**src/rtl/k423_defines.svh**
```systemverilog
// Shared core-wide widths and the BPU update-entry field layout.
`ifndef K423_DEFINES_SVH
`define K423_DEFINES_SVH

`define K423_CORE_DATA_W    32

// Default depth of the EX-to-IF branch update queue
`define BPU_UPD_FIFO_DEPTH  4

// Update entry layout: {tkn, src_pc, tgt_pc}
`define UPD_TGT_BITS        31:0
`define UPD_SRC_BITS        63:32
`define UPD_TKN_BITS        64
`define UPD_W               65

`endif

```
**src/rtl/k423_ex_bpu_upd_pkg.sv**
```systemverilog
// Types and helpers for the EX-stage branch resolution / BPU update block.
`include "k423_defines.svh"

package k423_ex_bpu_upd_pkg;

    localparam int CORE_DATA_W = `K423_CORE_DATA_W;
    localparam int UPD_W       = `UPD_W;

    // Correct next fetch PC for a resolved branch; the add wraps silently.
    function automatic logic [CORE_DATA_W-1:0] redir_target(
        input logic                   tkn,
        input logic [CORE_DATA_W-1:0] src_pc,
        input logic [CORE_DATA_W-1:0] tgt_pc,
        input logic [CORE_DATA_W-1:0] pc_inc
    );
        return tkn ? tgt_pc : (src_pc + pc_inc);
    endfunction

endpackage

```
**src/rtl/k423_bpu_upd_fifo.sv**
```systemverilog
// Generic synchronous FIFO: flop array, extra-MSB pointers, no bypass.
module k423_bpu_upd_fifo #(
    parameter int W     = 8,
    parameter int DEPTH = 4
) (
    input  logic         clk_i,
    input  logic         rst_n_i,
    input  logic         push_i,
    input  logic [W-1:0] wdata_i,
    input  logic         pop_i,
    output logic [W-1:0] rdata_o,
    output logic         full_o,
    output logic         empty_o
);
    localparam int AW = $clog2(DEPTH);

    logic [AW:0]  wr_ptr_q, wr_ptr_d;
    logic [AW:0]  rd_ptr_q, rd_ptr_d;
    logic [W-1:0] mem_q [DEPTH];
    logic         do_push, do_pop;

    assign empty_o = (wr_ptr_q == rd_ptr_q);
    assign full_o  = (wr_ptr_q[AW] != rd_ptr_q[AW]) &&
                     (wr_ptr_q[AW-1:0] == rd_ptr_q[AW-1:0]);
    assign do_push = push_i & ~full_o;
    assign do_pop  = pop_i & ~empty_o;
    assign rdata_o = mem_q[rd_ptr_q[AW-1:0]];

    // Pointer advance; wraps naturally through the extra MSB
    always_comb begin
        wr_ptr_d = do_push ? wr_ptr_q + 1'b1 : wr_ptr_q;
        rd_ptr_d = do_pop  ? rd_ptr_q + 1'b1 : rd_ptr_q;
    end

    // Pointer registers; reset empties the queue
    always_ff @(posedge clk_i) begin
        if (!rst_n_i) begin
            wr_ptr_q <= '0;
            rd_ptr_q <= '0;
        end else begin
            wr_ptr_q <= wr_ptr_d;
            rd_ptr_q <= rd_ptr_d;
        end
    end

    // Storage write; contents need no reset since pointers gate visibility
    always_ff @(posedge clk_i) begin
        if (do_push) mem_q[wr_ptr_q[AW-1:0]] <= wdata_i;
    end

endmodule

```
**src/rtl/k423_ex_bpu_upd.sv**
```systemverilog
// End-of-EX branch resolution: mispredict redirect, perf counters and a
// queued update stream towards the IF-stage BTB/BHT.
`include "k423_defines.svh"

module k423_ex_bpu_upd
    import k423_ex_bpu_upd_pkg::*;
#(
    parameter int UPD_FIFO_DEPTH = `BPU_UPD_FIFO_DEPTH,
    parameter int PC_INC         = 4
) (
    input  logic                   clk_i,
    input  logic                   rst_n_i,
    input  logic                   res_vld_i,
    output logic                   res_rdy_o,
    input  logic                   res_is_br_i,
    input  logic                   res_tkn_i,
    input  logic [CORE_DATA_W-1:0] res_src_pc_i,
    input  logic [CORE_DATA_W-1:0] res_tgt_pc_i,
    input  logic                   res_prd_tkn_i,
    input  logic [CORE_DATA_W-1:0] res_prd_tgt_pc_i,
    output logic                   upd_vld_o,
    input  logic                   upd_rdy_i,
    output logic                   upd_tkn_o,
    output logic [CORE_DATA_W-1:0] upd_src_pc_o,
    output logic [CORE_DATA_W-1:0] upd_tgt_pc_o,
    output logic                   redir_vld_o,
    output logic [CORE_DATA_W-1:0] redir_pc_o,
    output logic [31:0]            perf_br_cnt_o,
    output logic [31:0]            perf_mis_cnt_o
);
    logic             fifo_full, fifo_empty;
    logic             acc, mis;
    logic [UPD_W-1:0] push_entry, head_entry;

    logic                   redir_vld_q, redir_vld_d;
    logic [CORE_DATA_W-1:0] redir_pc_q, redir_pc_d;
    logic [31:0]            br_cnt_q, br_cnt_d;
    logic [31:0]            mis_cnt_q, mis_cnt_d;

    // Ready depends on queue state only, never on upd_rdy_i
    assign res_rdy_o = ~fifo_full;
    assign acc       = res_vld_i & res_rdy_o & res_is_br_i;
    assign mis       = (res_tkn_i ^ res_prd_tkn_i) |
                       (res_tkn_i & res_prd_tkn_i & (res_tgt_pc_i != res_prd_tgt_pc_i));

    assign push_entry[`UPD_TKN_BITS] = res_tkn_i;
    assign push_entry[`UPD_SRC_BITS] = res_src_pc_i;
    assign push_entry[`UPD_TGT_BITS] = res_tgt_pc_i;

    k423_bpu_upd_fifo #(
        .W     (UPD_W),
        .DEPTH (UPD_FIFO_DEPTH)
    ) u_fifo (
        .clk_i   (clk_i),
        .rst_n_i (rst_n_i),
        .push_i  (acc),
        .wdata_i (push_entry),
        .pop_i   (upd_vld_o & upd_rdy_i),
        .rdata_o (head_entry),
        .full_o  (fifo_full),
        .empty_o (fifo_empty)
    );

    assign upd_vld_o    = ~fifo_empty;
    assign upd_tkn_o    = head_entry[`UPD_TKN_BITS];
    assign upd_src_pc_o = head_entry[`UPD_SRC_BITS];
    assign upd_tgt_pc_o = head_entry[`UPD_TGT_BITS];

    // Redirect pulses for one cycle per mispredict; PC holds between pulses
    always_comb begin
        redir_vld_d = acc & mis;
        redir_pc_d  = redir_pc_q;
        if (acc & mis)
            redir_pc_d = redir_target(res_tkn_i, res_src_pc_i, res_tgt_pc_i,
                                      CORE_DATA_W'(PC_INC));
        br_cnt_d  = acc ? br_cnt_q + 32'd1 : br_cnt_q;
        mis_cnt_d = (acc & mis) ? mis_cnt_q + 32'd1 : mis_cnt_q;
    end

    // Redirect and perf counter registers
    always_ff @(posedge clk_i) begin
        if (!rst_n_i) begin
            redir_vld_q <= 1'b0;
            redir_pc_q  <= '0;
            br_cnt_q    <= '0;
            mis_cnt_q   <= '0;
        end else begin
            redir_vld_q <= redir_vld_d;
            redir_pc_q  <= redir_pc_d;
            br_cnt_q    <= br_cnt_d;
            mis_cnt_q   <= mis_cnt_d;
        end
    end

    assign redir_vld_o    = redir_vld_q;
    assign redir_pc_o     = redir_pc_q;
    assign perf_br_cnt_o  = br_cnt_q;
    assign perf_mis_cnt_o = mis_cnt_q;

endmodule

```
**config.mk**
```make
export PLATFORM = sky130hd
export DESIGN_NAME = k423_ex_bpu_upd
export DESIGN_NICKNAME = d
export VERILOG_FILES = /design/src/rtl/k423_ex_bpu_upd_pkg.sv /design/src/rtl/k423_bpu_upd_fifo.sv /design/src/rtl/k423_ex_bpu_upd.sv
export VERILOG_INCLUDE_DIRS = /design/src /design/src/rtl
export SDC_FILE = /design/constraint.sdc
export NUM_CORES = 1
export LEC_CHECK = 0
export CAP_MARGIN = 15
export CORE_ASPECT_RATIO = 1.2
export CORE_MARGIN = 5
export CORE_UTILIZATION = 48
export CTS_CLUSTER_DIAMETER = 150
export DETAILED_ROUTE_END_ITERATION = 10
export GPL_TIMING_DRIVEN = 0
export PLACE_DENSITY = 0.77
export SLEW_MARGIN = 0
export SYNTH_ARGS = -nofsm -noshare
export SYNTH_HDL_FRONTEND = slang
export SYNTH_SLANG_ARGS = --single-unit
```
**constraint.sdc**
```tcl
create_clock -name clk_i -period 3.23 [get_ports clk_i]
set_clock_uncertainty 0.15 [all_clocks]
set_input_delay 0.323 -clock clk_i [delete_from_list [all_inputs] [get_ports clk_i]]
set_output_delay 0.323 -clock clk_i [all_outputs]
set_load 0.05 [all_outputs]
```
# After elaboration in Yosys (flattened, before gate mapping)
# Memories as Yosys holds them, arrays and structs flattened. A register that Yosys moved wholly into a read port is not among the register bits.
# Index checks and enable logic that the tools add are counted.
[op_classes]
n_bitwise = 12
reduce_logical = 1
n_div = 0
n_mux = 5
n_eq_ne = 4
addsub = 5
order_cmp = 0
n_shift = 0
multipliers = 0
[op_table]
columns = ["operator", "n"]
rows = [
  ["$add 32x1->32 const B", 2],
  ["$add 32x3->32 const B", 1],
  ["$mux 32", 1],
  ["$ne 32x32->1", 1],
  ["$and 1x1->1", 8],
  ["$add 3x1->3 const B", 2],
  ["$mux 2", 2],
  ["$eq 3x3->1", 1],
  ["$eq 2x2->1", 1],
  ["$mux 1", 2],
  ["$not 1->1", 2],
  ["$logic_and 1x1->1", 1],
  ["$ne 1x1->1", 1],
  ["$or 1x1->1", 1],
  ["$xor 1x1->1", 1],
]
[totals]
mem_bits_ro = 0
regBits = 103
latch_bits = 0
mem_count = 1
mem_bits_rw = 260
input_bits = 103
[mem_list]
columns = ["name", "depth", "width", "rd", "rd_clocked_by_memory_dff", "write_ports", "line_no", "rtl"]
rows = [
  ["u_fifo.mem_q", 4, 65, 1, 1, 1, "k423_bpu_upd_fifo.sv:19", "logic [W-1:0] mem_q [DEPTH];"],
]

# Depth between registers and ports, before layout
# Gate-level depths: netlist of run 1.
[depth]
depth_word = 8
mapped_depth = 9
depth_no_buf = 7

# Hierarchy
# From an unflattened synthesis of run 1, not the netlist that was laid out.
[hier_totals]
hier_cells = 1162
area_unflattened_um2 = 16026.6
[modules_own_cells]
columns = ["module", "cells_per_inst", "area_per_inst_um2", "n_inst"]
rows = [
  ["k423_bpu_upd_fifo", 407, 9910.8, 1],
  ["k423_ex_bpu_upd", 755, 6115.9, 1],
]

# Least setup slack after synthesis of run 1
# Ideal clock, no wire load.
[synth_timing]
path_type = "reg2reg"
start = "register u_fifo.wr_ptr_q[0]"
end = "memory u_fifo.mem_q[1][0] (netlist bit), enable pin"
path_slack_ns = -0.099
period_less_slack_ns = 3.329
stages_incl_launch_ff = 5
t_required_ns = 2.650
setup_ns = 0.430
path_buffers = 1
t_arrival_ns = 2.749
cell_sequence = "dfxtp_1 xor2_1 o311a_2 buf_1 and2_1"
[synth_between]
elab_chain_len = 8
[synth_rtl]
columns = ["element", "line_no", "rtl"]
rows = [
  ["from (decl)", "k423_bpu_upd_fifo.sv:17", "logic [AW:0] wr_ptr_q, wr_ptr_d;"],
  ["from (signal assigned)", "k423_bpu_upd_fifo.sv:41", "wr_ptr_q <= wr_ptr_d;"],
  ["$eq 2x2->1", "k423_bpu_upd_fifo.sv:24", "(wr_ptr_q[AW-1:0] == rd_ptr_q[AW-1:0]);"],
  ["$logic_and 1x1->1", "k423_bpu_upd_fifo.sv:23", "assign full_o = (wr_ptr_q[AW] != rd_ptr_q[AW]) &&"],
  ["$not 1->1", "k423_bpu_upd_fifo.sv:25, k423_ex_bpu_upd.sv:41", ""],
  ["$and 1x1->1 (2 in a row)", "k423_ex_bpu_upd.sv:42", "assign acc = res_vld_i & res_rdy_o & res_is_br_i;"],
  ["$and 1x1->1", "k423_bpu_upd_fifo.sv:25", "assign do_push = push_i & ~full_o;"],
  ["$mux 1", "k423_bpu_upd_fifo.sv:48", "if (do_push) mem_q[wr_ptr_q[AW-1:0]] <= wdata_i;"],
  ["$mux 1 (implied by the code)", "k423_bpu_upd_fifo.sv:48", ""],
  ["to (decl)", "k423_bpu_upd_fifo.sv:19", ""],
]
# Several ways; a longest one is shown, not always the timed one.

==> flow_summary.json, run 1 <==
{
  "numClockSinks": 365,
  "postCtsResizedCells": 75,
  "synth_top_area_share_pct": 51.7,
  "cp_max_fo": 10,
  "initial_core_util_pct": 48.4,
  "hold_ws_ps": 319,
  "place.gp.congestion": 0.847,
  "worstSkewPairLatency_ps": 500,
  "mostFrequentLayoutCells": "260 x edfxtp_1, 216 x clkdlybuf4s50_1, 105 x dfxtp_1",
  "die_x_microns": 172,
  "hold_class": "reg -> reg",
  "seq_area_sq_um": 9910,
  "total_power_mw": 11.1,
  "hold_end": "redir_pc_o[24]$_SDFFE_PN0P_",
  "drive_above_1_share_pct": 11.2,
  "first_pass_iters": 5,
  "power_leakage_nw": 6.48,
  "fillCellCount": 2326,
  "synth.avg_cell_area_sq_um": 14.6,
  "cp_slowest_cell": "clkdlybuf4s50_1",
  "status": "completed",
  "vias": 9726,
  "h-tree-depth": 2,
  "routed_wl_microns": 39100,
  "core-area_sq_um": 31200,
  "setup_viol": 0,
  "fin_cells": 1771,
  "power_density_nw_per_um2": 568,
  "worstMarginPinSlew_ps": 729,
  "critical-path-max-stage-delay_ps": 890,
  "clk_pin_slew_worst_paths_ps": 60,
  "synth-seq-cells": 365,
  "post-route-util_pct": 62.8,
  "r2r_end": "redir_pc_o[25]$_SDFFE_PN0P_",
  "numCtsBuffers": 36,
  "pwr-share-comb_pct": 17.1,
  "multi_input_area_sq_um": 4980,
  "min_path_cells": 2,
  "die_h_microns": 204,
  "grt_first_pass_wirelength_microns": 58900,
  "detail_route.vias_per_cell": 5.49,
  "vdd_ir_drop_max_mv": 0.390,
  "syn_area_sq_um": 15100,
  "numPortBuffers": 266,
  "avgRoutedWirePerCell_microns": 22.1,
  "fin_area_sq_um": 19600,
  "worstSetupEndpointType": "output port",
  "power_frac_clock_pct": 36.5,
  "rr_worst_depth": 9,
  "ant_nets": 0,
  "grt_use_total_pct": 22.0,
  "hold_violations": 0,
  "crit_arrival_ps": 2610,
  "rr_startpoint": "u_fifo.wr_ptr_q[0]$_SDFFE_PN0P_",
  "crit_required_ps": 2760,
  "layout_worst_path_cycle_share_pct": 95.5,
  "hold_start": "redir_pc_o[24]$_SDFFE_PN0P_",
  "path_class": "reg -> out",
  "fin_nets": 1455,
  "drc": 0,
  "grt_max_degree": 54,
  "rows": 71,
  "dieArea_sq_um": 35100,
  "synth_fp_nets": 1147,
  "layout_commonest_cell": "edfxtp_1",
  "synth_top_cell_by_area": "edfxtp_1",
  "ys_warn_count": 0,
  "ys_seq_area_share_pct": 65.6,
  "slew_headroom_pct": 51.4,
  "rsz0062_at_grt": "false",
  "worst-r2r-setup-slack_ps": 370,
  "max_freq_mhz": 324,
  "postPlaceCellArea_sq_um": 18400,
  "postCtsHoldBufs": 0,
  "sequentialPowerShare_pct": 46.4,
  "drtIter0Drc": 890,
  "placed_cells": 1706,
  "startpoint_type": "flip-flop",
  "synth_cell_types": 43,
  "antenna_found_initial": 0,
  "slew_violations": 0,
  "syn_to_final_growth_pct": 29.6,
  "path_cells": "clkbuf_1 > mux4_2 > clkdlybuf4s50_1",
  "post_cts_buffers": 0,
  "dpl.hpwl_microns": 28100,
  "gr-total-overflow": 0,
  "cts_tree": "yes",
  "grt_pass1_vias": 9889,
  "synth_top_cells_by_area": "edfxtp_1 52%, dfxtp_1 14%, mux4_2 9.7%",
  "cts-root-buf": "clkbuf_16",
  "synthCells": 1035,
  "clockBufferDepth": 3,
  "p_int_mw": 8.24,
  "ios": 267,
  "min_period_ps": 3080,
  "max-cap-violations": 0,
  "netSwitchingFraction_pct": 25.9,
  "switching_power_mw": 2.89
}
[worst max-delay path: cells and delay by family, from the launching register on]
kind     cells  cell delay (ps)
flops        1              350
mux          1              320
buf+inv      2             1430
[stage by stage]
step                setup TNS, ps  setup slack, ps
floorplan                       0              213
global placement          -220970            -1350
detailed placement         -51810             -755
CTS                             0            0.530
global route                    0             16.0
finish                          0              146
[metal layers]
metal	routed length [microns]	vias up	GRT usage, %
met5	0	-	0
met1	15200	4839	28.1
li1	-	4518	-
met3	3090	54	5.42
met4	1070	0	5.87
met2	19800	315	37.7
[cell usage after synthesis, drive strengths merged]
| library cell | count |
|---|---|
| o41ai | 1 |
| buf | 14 |
| inv | 13 |
| or3 | 10 |
| a211oi | 7 |
| xor2 | 32 |
| or2 | 1 |
| a211o | 1 |
| and2 | 10 |
| nor4b | 4 |
| or3b | 1 |
| o311a | 1 |
| clkinv | 1 |
| and3 | 5 |
| and4 | 12 |
| nand4 | 33 |
| nor4 | 12 |
| edfxtp | 260 |
| dfxtp | 105 |
| o21ai | 36 |
| mux2i | 43 |
| nor2 | 94 |
| o31ai | 4 |
| nor3 | 8 |
| ha | 9 |
| o2111ai | 4 |
| xnor2 | 72 |
| mux4 | 65 |
| nand3 | 26 |
| a21oi | 17 |
| a2111oi | 2 |
| nand2 | 80 |
| o2bb2ai | 1 |
| clkbuf | 33 |
| nand2b | 14 |
| or4 | 4 |
[logic make-up after synthesis]
group,Yosys count,share of synthesized area (%)
AOI/OAI and AO/OA,74,2.96
xor gates and xnor gates,104,6.03
adders and majority gates,9,0.746
buffers and inverters,61,1.69
DFF,365,65.6
muxes,108,12.5
and+or+nand+nor,314,10.4
[worst max path at each step]
stage / start / to / slack [ps] / cells after the start
floorplan: u_fifo.wr_ptr_q[0]$_SDFFE_PN0P_ / u_fifo.mem_q[3][0]$_DFFE_PP_ / 210 / 3
global placement: res_is_br_i / u_fifo.mem_q[3][50]$_DFFE_PP_ / -1350 / 3
detailed placement: res_tgt_pc_i[12] / perf_mis_cnt_o[0]$_SDFFE_PN0P_ / -750 / 10
CTS: flip-flop / upd_src_pc_o[13] / 0.5 / 4
global route: flip-flop / upd_tgt_pc_o[7] / 20 / 3
finish: flip-flop / upd_tgt_pc_o[4] / 150 / 3
[sequential cells by signal, summed over array words and instances (netlist names), named ones only]
| name | flops |
|---|---|
| perf_br_cnt_o | 32 |
| redir_pc_o | 32 |
| redir_vld_o | 1 |
| u_fifo.rd_ptr_q | 3 |
| perf_mis_cnt_o | 32 |
| u_fifo.mem_q | 260 |
| u_fifo.wr_ptr_q | 3 |
[power groups by stage]
stage | Sequential, mW | Clock [mW] | Combinational [mW]
after floorplan | 5.35 | 0 | 1.14
after global placement | 5.27 | 0 | 1.95
after detailed placement | 5.27 | 0 | 1.97
after CTS | 5.17 | 4.14 | 1.93
after global routing | 5.17 | 4.36 | 2.00
final | 5.17 | 4.06 | 1.90
[cell type report]
class | instances | share of cell area (%)
flip-flops and latches | 365 | 50.6
multi-input cells | 609 | 25.5
repair buffers | 270 | 14.0
clock buffers | 46 | 4.90
well taps | 401 | 2.56
plain buffers | 47 | 1.20
clock inverters | 17 | 0.914
inverters | 14 | 0.268
diodes | 2 | 0.0256
(Power assumes the default switching activity.)
==> inputs of run 2 (changes only) <==
--- a/config.mk
+++ b/config.mk
@@ -6,10 +6,11 @@
 export SDC_FILE = /design/constraint.sdc
 export NUM_CORES = 1
 export LEC_CHECK = 0
+export ABC_AREA = 1
 export CAP_MARGIN = 15
 export CORE_ASPECT_RATIO = 1.2
 export CORE_MARGIN = 5
-export CORE_UTILIZATION = 48
+export CORE_UTILIZATION = 49
 export CTS_CLUSTER_DIAMETER = 150
 export DETAILED_ROUTE_END_ITERATION = 10
 export GPL_TIMING_DRIVEN = 0
==> flow_summary.json, run 2 <==
{
  "status": "completed",
  "cts_tree": "yes",
  "grt_first_pass_wirelength_microns": 75700,
  "drc": 0,
  "async_flop_share_pct": 0,
  "hold_ws_ps": 277,
  "clk_pin_slew_worst_paths_ps": 60,
  "critPathBufInv": 4,
  "dieArea_sq_um": 37500,
  "vdd_ir_drop_max_mv": 0.339,
  "numClockSinks": 365,
  "vias": 14200,
  "synth_top_cells_by_area": "edfxtp_1 47%, dfxtp_1 13%, nor2_1 7.5%",
  "die_x_microns": 178,
  "crit_family": "buffers and inverters",
  "startpoint_type": "flip-flop",
  "first_pass_iters": 5,
  "min_period_ps": 3080,
  "synth_top_cell_by_area": "edfxtp_1",
  "synth_most_common_cell": "nor2_1",
  "cp_max_fo": 10,
  "ys_warn_count": 0,
  "ys_seq_area_share_pct": 60.0,
  "avgRoutedWirePerCell_microns": 19.6,
  "grt_pass1_vias": 13900,
  "largest_register_ffs": 260,
  "cts-root-buf": "clkbuf_16",
  "ant_nets": 0,
  "path_class": "reg -> out",
  "ios": 267,
  "h-tree-depth": 2,
  "place.gp.congestion": 0.948,
  "power_density_nw_per_um2": 591,
  "max-cap-violations": 0,
  "slew_headroom_pct": 50.4,
  "grt_use_total_pct": 25.9,
  "mostFrequentLayoutCells": "327 x nor2_1, 314 x nand2_1, 260 x edfxtp_1",
  "postCtsHoldBufs": 0,
  "worstMarginPinSlew_ps": 744,
  "routed_wl_microns": 50200,
  "synth-edff-count": 260,
  "layout_worst_path_cycle_share_pct": 95.3,
  "hold_violations": 0,
  "numPortBuffers": 265,
  "max_freq_mhz": 325,
  "synth_fp_nets": 1883,
  "synth.avg_cell_area_sq_um": 9.33,
  "clockBufferDepth": 3,
  "hold_class": "in -> reg",
  "gr-total-overflow": 0,
  "grt_max_degree": 31,
  "slew_violations": 0,
  "detail_route.vias_per_cell": 5.53,
  "synth_cell_types": 41,
  "cp_slowest_cell": "clkbuf_1",
  "drtIter0Drc": 1420,
  "path_cells": "clkbuf_4 > inv_1 > clkbuf_1 > o21ai_0 > o22ai_1 > clkdlybuf4s15_2",
  "layout_commonest_cell": "nor2_1",
  "rows": 73,
  "synth-seq-cells": 365,
  "die_h_microns": 211,
  "synthCells": 1771,
  "syn_to_final_growth_pct": 28.0,
  "netlist_top_cells_count": "331 x nor2_1, 314 x nand2_1, 260 x edfxtp_1",
  "crit_required_ps": 2760,
  "setup_viol": 0,
  "syn_area_sq_um": 16500,
  "initial_core_util_pct": 49.7,
  "post-route-util_pct": 63.6,
  "power_leakage_nw": 7.68,
  "worstSetupEndpointType": "output port",
  "core-area_sq_um": 33200,
  "fin_nets": 2196,
  "antenna_found_initial": 7,
  "drive_above_1_share_pct": 9.13,
  "worstSkewPairLatency_ps": 530,
  "critical-path-max-stage-delay_ps": 470,
  "rsz0062_at_grt": "false",
  "synth_flop_cell": "edfxtp_1",
  "numCtsBuffers": 38,
  "crit_arrival_ps": 2610,
  "dpl.hpwl_microns": 36300,
  "synth_top_area_share_pct": 47.3
}
-- run 2: changes by cell type after synthesis, sizes merged, moves of 19 or more --
| cell | delta |
|---|---|
| nor2 | +243 |
| nand2 | +239 |
| nand3 | +62 |
| inv | +109 |
| clkbuf | +19 |
| o21ai | +125 |
| o22ai | +65 |
| mux2i | -32 |
| xnor2 | -41 |
| nand3b | +21 |
| mux4 | -65 |
| a21oi | +68 |
-- run 2: path summary, 6_finish.rpt --
check                                        from                              end  slack (ps)  cells past startpoint
setup / recovery                        flip-flop                  upd_tgt_pc_o[8]         150                      6
hold / removal                            rst_n_i   perf_br_cnt_o[15]$_SDFFE_PN0P_         280                      3
setup reg to reg  u_fifo.wr_ptr_q[0]$_SDFFE_PN0P_    u_fifo.mem_q[1][15]$_DFFE_PP_         490                      9
hold reg to reg   u_fifo.rd_ptr_q[2]$_SDFFE_PN0P_  u_fifo.rd_ptr_q[2]$_SDFFE_PN0P_         320                      2
-- run 2: where the power goes --
part,internal (mW),switching [mW]
registers,5.15,0.0785
logic,0.895,2.25
clock network,2.34,1.80
total,8.38,4.12
-- run 2: repair_timing --
item                       CTS  global route
setup buffers                0             0
setup endpoints to repair   65            61
resized for setup          224            19
pin swaps                    0             0
-- run 2: cell type report --
| class | instances | area, sq um |
|---|---|---|
| Buffer | 82 | 408 |
| Inverter | 122 | 458 |
| Antenna cell | 1 | 2.50 |
| Fill cell | 2642 | 12100 |
| Clock buffer | 50 | 1030 |
| Tap cell | 450 | 563 |
| Timing Repair Buffer | 274 | 2850 |
| Multi-Input combinational cell | 1201 | 5800 |
| Sequential cell | 365 | 9910 |
| Clock inverter | 19 | 145 |
-- run 2: kinds of logic (layout without fill, tap and decap cells) --
| logic type | count (synthesis) | after routing | synth area share (%) |
|---|---|---|---|
| AO/OA/AOI/OAI | 318 | 318 | 10.2 |
| XOR/XNOR | 45 | 45 | 2.39 |
| adder cells (fa/ha/maj) | 9 | 9 | 0.682 |
| buffers and inverters | 205 | 547 | 5.13 |
| flip-flops | 365 | 365 | 60.0 |
| multiplexers | 11 | 11 | 0.666 |
| other | 0 | 1 | 0 |
| AND/OR/NAND/NOR | 818 | 818 | 20.9 |
-- run 2: tightest hold or removal path, delay by kind of cell --
kind	cells	cell delay, ps
and+or+nand+nor	1	80
buffers and inverters	2	500
-- run 2: routing by layer --
layer  vias up  GRT usage [%]  share of wire (%)
li1       6651              -                  -
met1      6711           31.8                 38
met4        12           8.51                3.2
met3       120           7.14                 10
met5         -              0               0.18
met2       688           44.2                 49
-- run 2: stage by stage --
| stage | instances | area (sq um) | power [mW] | setup TNS (ps) | setup WS [ps] |
|---|---|---|---|---|---|
| detailed placement | 2495 | 20000 | 8.54 | -6820 | -199 |
| finish | 2564 | 21200 | 12.5 | 0 | 151 |
| global placement | 2486 | 19700 | 8.49 | -409730 | -1650 |
| floorplan | 1771 | 16500 | 7.29 | -57700 | -257 |
| CTS | 2563 | 21200 | 12.5 | 0 | 1.69 |
| global route | 2564 | 21200 | 12.9 | 0 | 103 |
